[config.mk]
export PLATFORM = sky130hd
export DESIGN_NAME = ysyx_24100012_inst_fetch
export DESIGN_NICKNAME = d
export VERILOG_FILES = /design/src/rtl/ysyx_24100012_inst_fetch.sv
export SDC_FILE = /design/constraint.sdc
export NUM_CORES = 1
export LEC_CHECK = 0
export ABC_AREA = 1
export BUFFER_PORTS_ARGS = -buffer_cell sky130_fd_sc_hd__buf_4
export CAP_MARGIN = 20
export CORE_MARGIN = 1
export CORE_UTILIZATION = 46
export DETAILED_ROUTE_END_ITERATION = 10
export PLACE_DENSITY = 0.71
export SLEW_MARGIN = 30
export SYNTH_ARGS = -nofsm -noshare
export SYNTH_HDL_FRONTEND = slang
export SYNTH_SLANG_ARGS = --single-unit
[constraint.sdc]
create_clock -name clk -period 2.98 [get_ports clk]
set_input_delay 0 -clock clk [delete_from_list [all_inputs] [get_ports clk]]
set_output_delay 0 -clock clk [all_outputs]
set_load 0.005 [all_outputs]
[src/rtl/ysyx_24100012_inst_fetch.sv]
// Instruction fetch unit: owns the PC, issues one word request at a time to instruction memory
// and hands each fetched word with its PC to the decoder. Redirects squash in-flight work.
module ysyx_24100012_inst_fetch #(
  parameter int unsigned           DATA_WIDTH = 32,
  parameter logic [DATA_WIDTH-1:0] RESET_PC   = 32'h8000_0000
) (
  input  logic                  clk,
  input  logic                  rst,
  output logic                  imem_req_valid,
  input  logic                  imem_req_ready,
  output logic [DATA_WIDTH-1:0] imem_addr,
  input  logic                  imem_rsp_valid,
  input  logic [DATA_WIDTH-1:0] imem_rsp_data,
  input  logic                  imem_rsp_err,
  output logic                  inst_valid,
  input  logic                  inst_ready,
  output logic [DATA_WIDTH-1:0] inst,
  output logic [DATA_WIDTH-1:0] inst_pc,
  input  logic                  redirect_valid,
  input  logic [DATA_WIDTH-1:0] redirect_pc,
  output logic                  fetch_err
);

  typedef enum logic [1:0] {StReq, StWait, StHold, StErr} state_e;

  state_e                  state;
  logic [DATA_WIDTH-1:0]   pc;
  logic                    drop;
  logic                    req_fire;
  logic [DATA_WIDTH-1:0]   redirect_target;

  // Request is masked while reset is held even though the state already reads StReq.
  assign imem_req_valid  = (state == StReq) && !rst;
  assign inst_valid      = (state == StHold);
  assign imem_addr       = pc;
  assign req_fire        = imem_req_valid && imem_req_ready;
  assign redirect_target = {redirect_pc[DATA_WIDTH-1:2], 2'b00};

  always_ff @(posedge clk or posedge rst) begin
    if (rst) begin
      state     <= StReq;
      pc        <= RESET_PC;
      drop      <= 1'b0;
      inst      <= '0;
      inst_pc   <= '0;
      fetch_err <= 1'b0;
    end else begin
      unique case (state)
        StReq: begin
          if (req_fire) begin
            state <= StWait;
            // A redirect racing the handshake poisons the response already requested.
            drop  <= redirect_valid;
          end
          if (redirect_valid) pc <= redirect_target;
        end
        StWait: begin
          if (redirect_valid) pc <= redirect_target;
          if (imem_rsp_valid) begin
            if (drop || redirect_valid) begin
              drop  <= 1'b0;
              state <= StReq;
            end else if (imem_rsp_err) begin
              fetch_err <= 1'b1;
              state     <= StErr;
            end else begin
              inst    <= imem_rsp_data;
              inst_pc <= pc;
              state   <= StHold;
            end
          end else if (redirect_valid) begin
            drop <= 1'b1;
          end
        end
        StHold: begin
          if (redirect_valid) begin
            pc    <= redirect_target;
            state <= StReq;
          end else if (inst_ready) begin
            pc    <= pc + DATA_WIDTH'(4);
            state <= StReq;
          end
        end
        StErr: begin
          state <= StErr;
        end
      endcase
    end
  end

endmodule
==> results of run 1 <==
-- tightest hold or removal path: stages --
cell     delay (ns)
buf_4          0.09
or2_2          0.10
a21oi_1        0.06
a21oi_1        0.11
-- layout make-up --
cell class / count / area share
repair buffers: 231 / 0.2686
multi-input cells: 408 / 0.3085
inverters: 51 / 0.02739
flip-flops and latches: 96 / 0.3394
clock inverters: 6 / 0.01272
well taps: 136 / 0.02403
clock buffers: 10 / 0.01943
-- Yosys cell counts (all sizes together) --
| cell | count |
|---|---|
| ha | 1 |
| dfrtp | 95 |
| o2111ai | 1 |
| nor2 | 51 |
| o21a | 13 |
| inv | 51 |
| o31ai | 1 |
| and2 | 3 |
| o21bai | 1 |
| conb | 1 |
| nand4 | 1 |
| a21oi | 12 |
| mux2 | 34 |
| o21ai | 52 |
| dfstp | 1 |
| clkbuf | 9 |
| a21o | 1 |
| o22ai | 7 |
| nor3 | 2 |
| xor2 | 2 |
| nand3 | 38 |
| a22oi | 1 |
| nand2 | 176 |
| or2 | 7 |
| buf | 16 |
-- sequential cells by signal, indices dropped and copies added (netlist names) --
signal     count
inst          32
imem_addr     30
inst_pc       30
state          2
drop           1
fetch_err      1
-- metal layers --
layer / vias to the layer above / share of wire
met5: - / 0
met4: 0 / 0.022
met3: 25 / 0.065
met2: 188 / 0.48
met1: 2218 / 0.44
li1: 2298 / -
-- worst max-delay path by stage --
stage,start,end,cells past startpoint
after floorplan,rst,drop,6
after global placement,drop,inst[30],5
after detailed placement,imem_addr[3],imem_addr[18],10
after CTS,imem_addr[3],imem_addr[18],10
after global routing,imem_addr[3],imem_addr[18],10
final,imem_addr[3],imem_addr[18],10
-- kinds of logic after synthesis --
kind of cell               after synthesis
AOI/OAI and AO/OA                       89
xor gates and xnor gates                 2
adders and majority gates                1
buffers and inverters                   76
DFF                                     96
muxes                                   34
other                                    1
and+or+nand+nor                        278
-- per-stage QoR --
step	utilization	instance area (um^2)	hold slack, ns
after global placement	0.6011	6233	0.03432
after floorplan	-	4933	0.03002
after detailed placement	0.6011	6233	0.03520
after CTS	0.6829	7082	0.01339
after global routing	0.6829	7082	0.05037
final	0.6829	7082	0.03791
-- power by group through the flow --
stage / Clock [W] / Combinational (W) / Sequential, W
3_3_place_gp: 0 / 0.00237 / 0.00235
2_1_floorplan: 0 / 0.00117 / 0.00234
3_5_place_dp: 0 / 0.00239 / 0.00239
5_1_grt: 0.00104 / 0.00275 / 0.00246
4_1_cts: 0.000991 / 0.00248 / 0.00236
6_report: 0.000976 / 0.00248 / 0.00238
-- repair_timing --
action,4_1_cts,5_1_grt
endpoints found under the hold margin,94,0
endpoints found under the setup margin,0,0
hold buffers,62,0
==> impl_metrics.json, run 1 <==
{
  "slowest_stage": "dfrtp_1",
  "min_from": "redirect_pc[6]",
  "min_path_type": "in -> reg",
  "crit_fanout": 9,
  "overflow": 0,
  "syn_to_final_growth_pct": 43.87,
  "io_pins": 170,
  "min_delay_path_depth": 4,
  "synth.area.mux_share": 0.1007,
  "dp.final_hpwl_um": 9397,
  "yosys_warnings": 0,
  "synth-xor-area-share": 0.003559,
  "switching_share": 0.3559,
  "place_ws_ns": 0.9348,
  "critPathTopFamily": "simple AND/OR/NAND/NOR gates",
  "slew_viol_final": 0,
  "clk_latency_ns": 0.37,
  "synth_compound_area_frac": 0.1017,
  "drive_gt1_frac": 0.2893,
  "tightest_slew_ns": 0.7999,
  "postCtsSetupBuffers": 0,
  "initial_core_util": 0.4747,
  "drtAntennaViolNets": 0,
  "yosys-top-cells-area": "dfrtp_1, nand2_1, mux2_4",
  "outcome": "finished clean",
  "postCtsResizedCells": 0,
  "synth_fa_ha_area_frac": 0.002542,
  "viasPerCell": 5.042,
  "die_y_um": 105.4,
  "gp_congestion": 0.9399,
  "period_share": 0.6896,
  "cp_num_buf_inv": 1,
  "worstPathRequired_ns": 3.25,
  "final_common_cell": "nand2_1",
  "synthDominantCellAreaShare": 0.4830,
  "clk_pin_slew_ns": 0.10,
  "yosysUniqueCellTypes": 33,
  "avgRoutedWirePerCell_um": 15.13,
  "n_antenna_cell": 0,
  "hold-path-endpoint": "imem_addr[6]",
  "r2r_cells": 10,
  "regArea_um2": 2404,
  "clkSinkCount": 96,
  "grtUsageMet3": 0.03958,
  "syn_avg_cell_area_um2": 8.531,
  "row_count": 37,
  "final_hold_viol_count": 0,
  "cp_common_cell": "nand2_1",
  "synth_seq_area_share": 0.4883,
  "p_per_area_nw_per_um2": 824.3,
  "clockBufferDepth": 2,
  "intPower_w": 0.003760,
  "multi_input_area_um2": 2185,
  "synth-simple-area-share": 0.2323,
  "critPathKind": "reg -> reg",
  "setup_ws_ns": 0.9249,
  "rsz0062_at_grt": "no",
  "post-route-drc-count": 0,
  "met1_usage": 0.3544,
  "fin_cells": 938,
  "firstDrtPassIters": 4,
  "cts_inserted_buffers": 9,
  "skew_ns": 0.01805,
  "seqPwrFrac": 0.408,
  "timing.rr.start": "imem_addr[3]",
  "p_comb_frac": 0.425,
  "layout_common_cells": "nand2_1, buf_4, dfrtp_1",
  "yosysTopAreaCell": "dfrtp_1",
  "switching_power_w": 0.002078,
  "tns_ns": 0,
  "port_buffers": 163,
  "die_width_um": 105.4,
  "nFillCells": 821,
  "busiest_layer": "met2",
  "layout.nets": 869,
  "cap_viol_max_count": 0,
  "cts_tree": "built",
  "cp-end-kind": "flip-flop",
  "timing.rr.end": "imem_addr[18]",
  "grt_pass1_vias": 4629,
  "synth.cell_area_um2": 4922,
  "p_leak_nw": 3.584,
  "grtUsageMet2": 0.4502,
  "cts_root_buffer": "clkbuf_8",
  "drt_iter0_drc": 289,
  "syn_inst": 577,
  "grt_use_total": 0.2687,
  "fmax_mhz": 486.6,
  "peakVddDrop_mv": 0.3980,
  "vias": 4729,
  "setup_viol": 0,
  "r2r_slack_ns": 0.92,
  "dpl.cell_count": 860,
  "cpPeakStageDelay_ns": 0.43,
  "synth_top_family_by_area": "simple AND/OR/NAND/NOR gates",
  "slew_headroom": 0.4667,
  "worstSetupStartpointType": "flip-flop",
  "htree_levels": 3,
  "grt_pass1_wl_um": 23410,
  "antenna_found_initial": 0,
  "routed_wl_um": 14190,
  "die-area_um2": 11120,
  "total_power_w": 0.005838,
  "synth_seq_cells": 96,
  "clkPwrFrac": 0.167,
  "crit_chain": "ha_1 -> nand2_1 -> nor2_2 -> nand2_1 -> nor2_1 -> nand3_1 -> nand2_1 -> nand2_1 -> nand2_1 -> inv_1",
  "core_area_um2": 10370,
  "cp.arrival_ns": 2.33,
  "grt_max_degree": 64,
  "min_period_ns": 2.055
}
Power figures use the tool's default switching activity.
==> run 2, diff against run 1 <==
Settings changed: ABC_AREA 1 to 0, CORE_UTILIZATION 46 to 45, PLACE_DENSITY 0.71 to 0.74.
Clock period 2.98 ns to 1.8 ns, I/O delays scaled along.
==> run 2 against run 1 <==
  * The flow now finishes with violations (setup timing)
  * Maximum frequency down 4.6%
  * Count of clock-buffer cells in the layout down 1
  * Largest power group unchanged
  * Synthesized cell count is 26% lower
  * Non-clock buffer count grew 70
  * Critical endpoint is now imem_addr[30]
  * Power is 93% higher
  * Critical path type unchanged
  * Combinational power is 140% higher
==> impl_metrics.json, run 2 <==
{
  "outcome": "finished, violations left",
  "violations": "setup timing",
  "met1_usage": 0.3243,
  "clk_pin_slew_ns": 0.10,
  "synthFlopType": "dfrtp_1",
  "port_buffers": 163,
  "layout.nets": 783,
  "critPathCapture": "imem_addr[30]",
  "synth_common_cells": "dfrtp_1, mux2_2, a21oi_1, nand2_1, nand3_1",
  "cp-end-kind": "flip-flop",
  "tightest_slew_ns": 0.5189,
  "slowest_stage": "or4_4",
  "min_path_type": "in -> reg",
  "timing.rr.end": "imem_addr[30]",
  "die_y_um": 102.6,
  "total_power_w": 0.01125,
  "critPathTopFamily": "simple AND/OR/NAND/NOR gates",
  "cts_tree": "built",
  "layout_common_cells": "buf_4, dfrtp_1, mux2_2",
  "syn_avg_cell_area_um2": 10.66,
  "crit_cells": 6,
  "period_share": 1.197,
  "io_pins": 170,
  "clkSinkCount": 96,
  "top_register": "inst",
  "cpPeakStageDelay_ns": 0.43,
  "drt_iter0_drc": 368,
  "slew_headroom": 0.6533,
  "worstPathRequired_ns": 2.06,
  "worstSetupStartpointType": "flip-flop",
  "drtAntennaViolNets": 0,
  "yosys-top-cells-area": "dfrtp_1, mux2_2, a21oi_1",
  "r2r_cells": 6,
  "initial_core_util": 0.4657,
  "core_area_um2": 9774,
  "row_count": 36,
  "firstDrtPassIters": 5,
  "cp_common_cell": "or4_4",
  "crit_path_start": "imem_addr[2]",
  "grt_max_degree": 53,
  "cts_inserted_buffers": 9,
  "hold_slack_ns": 0.004187,
  "p_leak_nw": 3.449,
  "synthDominantCellAreaShare": 0.5223,
  "viasPerCell": 5.561,
  "fmax_mhz": 464.2,
  "skew_ns": 0.01380,
  "antenna_found_initial": 0,
  "htree_levels": 3,
  "avgRoutedWirePerCell_um": 17.77,
  "cp_num_buf_inv": 0,
  "rsz0062_at_grt": "yes",
  "largest_register_ff_count": 32,
  "grt_pass1_vias": 4553,
  "nFillCells": 614,
  "overflow": 0,
  "busiest_layer": "met2",
  "die_width_um": 102.6,
  "synth_most_common_cell": "dfrtp_1",
  "vias": 4721,
  "gp_congestion": 0.8826,
  "crit_chain": "ha_4 -> nand3_4 -> or4_4 -> or4_4 -> and3_1 -> or3_1",
  "yosysTopAreaCell": "dfrtp_1",
  "dp.final_hpwl_um": 9421,
  "r2r_slack_ns": -0.35,
  "clockBufferDepth": 2,
  "clk_latency_ns": 0.38,
  "synth.cell_area_um2": 4552,
  "cts_root_buffer": "clkbuf_8",
  "syn_inst": 427,
  "setup_ws_ns": -0.3544,
  "final_hold_viol_count": 0,
  "synth_seq_area_share": 0.5280,
  "timing.rr.start": "imem_addr[2]",
  "grtUsageMet3": 0.05559,
  "n_antenna_cell": 0,
  "post-route-drc-count": 0,
  "yosysUniqueCellTypes": 49,
  "slew_viol_final": 0,
  "synth_edf_count": 0,
  "min_period_ns": 2.154,
  "cap_viol_max_count": 0,
  "p_per_area_nw_per_um2": 1494,
  "grtUsageMet2": 0.4810,
  "cp.arrival_ns": 2.41,
  "grt_use_total": 0.2713,
  "final_common_cell": "buf_4",
  "grt_pass1_wl_um": 21760,
  "async_flop_share": 1.000,
  "synth_seq_cells": 96,
  "drive_gt1_frac": 0.5028,
  "crit_fanout": 3,
  "syn_to_final_growth_pct": 65.50,
  "peakVddDrop_mv": 0.6867,
  "setup_viol": 14,
  "yosys_warnings": 0,
  "routed_wl_um": 15090,
  "die-area_um2": 10520,
  "critPathKind": "reg -> reg"
}
==> run 2: cell count changes in the layout (fill, tap and decap cells not counted), sizes merged, moves of 9 or more <==
cell,change
nand2,-146
buf,+72
inv,-47
o21ai,-30
mux2,+29
a21oi,+24
nor2,-24
o21a,-13
and3,+10
nand4,+9
==> run 2: how the worst min path moves through the flow <==
stage                          startpoint  depth (start not counted)              to  slack [ns]
after floorplan                       rst                          1  imem_req_valid        0.03
after global placement                rst                          2            drop        0.07
after detailed placement              rst                          2            drop        0.08
after CTS                 redirect_pc[19]                          4   imem_addr[19]       0.003
after global routing      redirect_pc[19]                          4   imem_addr[19]        0.02
final                     redirect_pc[19]                          4   imem_addr[19]       0.004
==> run 2: worst register-to-register path, cell delays in order, from the launching register on <==
cell and delay [ns]:
dfrtp_1 0.41, ha_4 0.18, nand3_4 0.08, or4_4 0.43
or4_4 0.43, and3_1 0.17, or3_1 0.35
==> run 2: routing by layer <==
| layer | wire, um | vias to the layer above |
|---|---|---|
| met5 | 0 | - |
| met4 | 335 | 0 |
| met3 | 1030 | 40 |
| met2 | 7977 | 254 |
| met1 | 5742 | 2297 |
| li1 | - | 2130 |
==> run 2: cell families (layout without fill, tap and decap cells) <==
family | Yosys count | in the layout | share of synthesized area
AO/OA/AOI/OAI | 87 | 87 | 0.1138
adder cells (fa/ha/maj) | 1 | 1 | 0.002748
buffers and inverters | 33 | 319 | 0.03079
flip-flops | 96 | 96 | 0.5280
multiplexers | 64 | 64 | 0.1581
other | 1 | 4 | 0.0008238
AND/OR/NAND/NOR | 145 | 145 | 0.1658
==> run 2: final cells by class <==
class,instances,area [um^2],share of cell area
clock buffers,9,123.9,0.01644
repair buffers,301,2532,0.3362
clock inverters,7,61.31,0.008138
well taps,133,166.4,0.02209
flip-flops and latches,96,2406,0.3194
multi-input cells,301,2232,0.2963
inverters,2,11.26,0.001495
==> run 2: stage by stage <==
| step | util | setup WS [ns] | cells | TNS (ns) | area, um^2 |
|---|---|---|---|---|---|
| 4_1_cts | 0.7512 | -0.3591 | 844 | -1.673 | 7342 |
| 3_3_place_gp | 0.6562 | -0.4674 | 762 | -1.841 | 6414 |
| 6_report | 0.7707 | -0.3544 | 849 | -2.013 | 7533 |
| 2_1_floorplan | - | -0.6837 | 430 | -2.181 | 4602 |
| 5_1_grt | 0.7707 | -0.4281 | 849 | -3.575 | 7533 |
| 3_5_place_dp | 0.6562 | -0.4914 | 762 | -2.287 | 6414 |
==> run 2: repair_timing <==
action,4_1_cts,5_1_grt
pin swaps,16,14
endpoints found under the setup margin,45,89
gates resized for setup,24,22
cloned,0,2
endpoints found under the hold margin,73,0
setup buffers,8,6
hold buffers,58,0
==> run 2: power breakdown <==
| group | switching [W] | internal (W) | total, W |
|---|---|---|---|
| combinational | 0.00259 | 0.00330 | 0.00589 |
| clock | 0.000849 | 0.000532 | 0.00138 |
| sequential | 0.000762 | 0.00322 | 0.00398 |
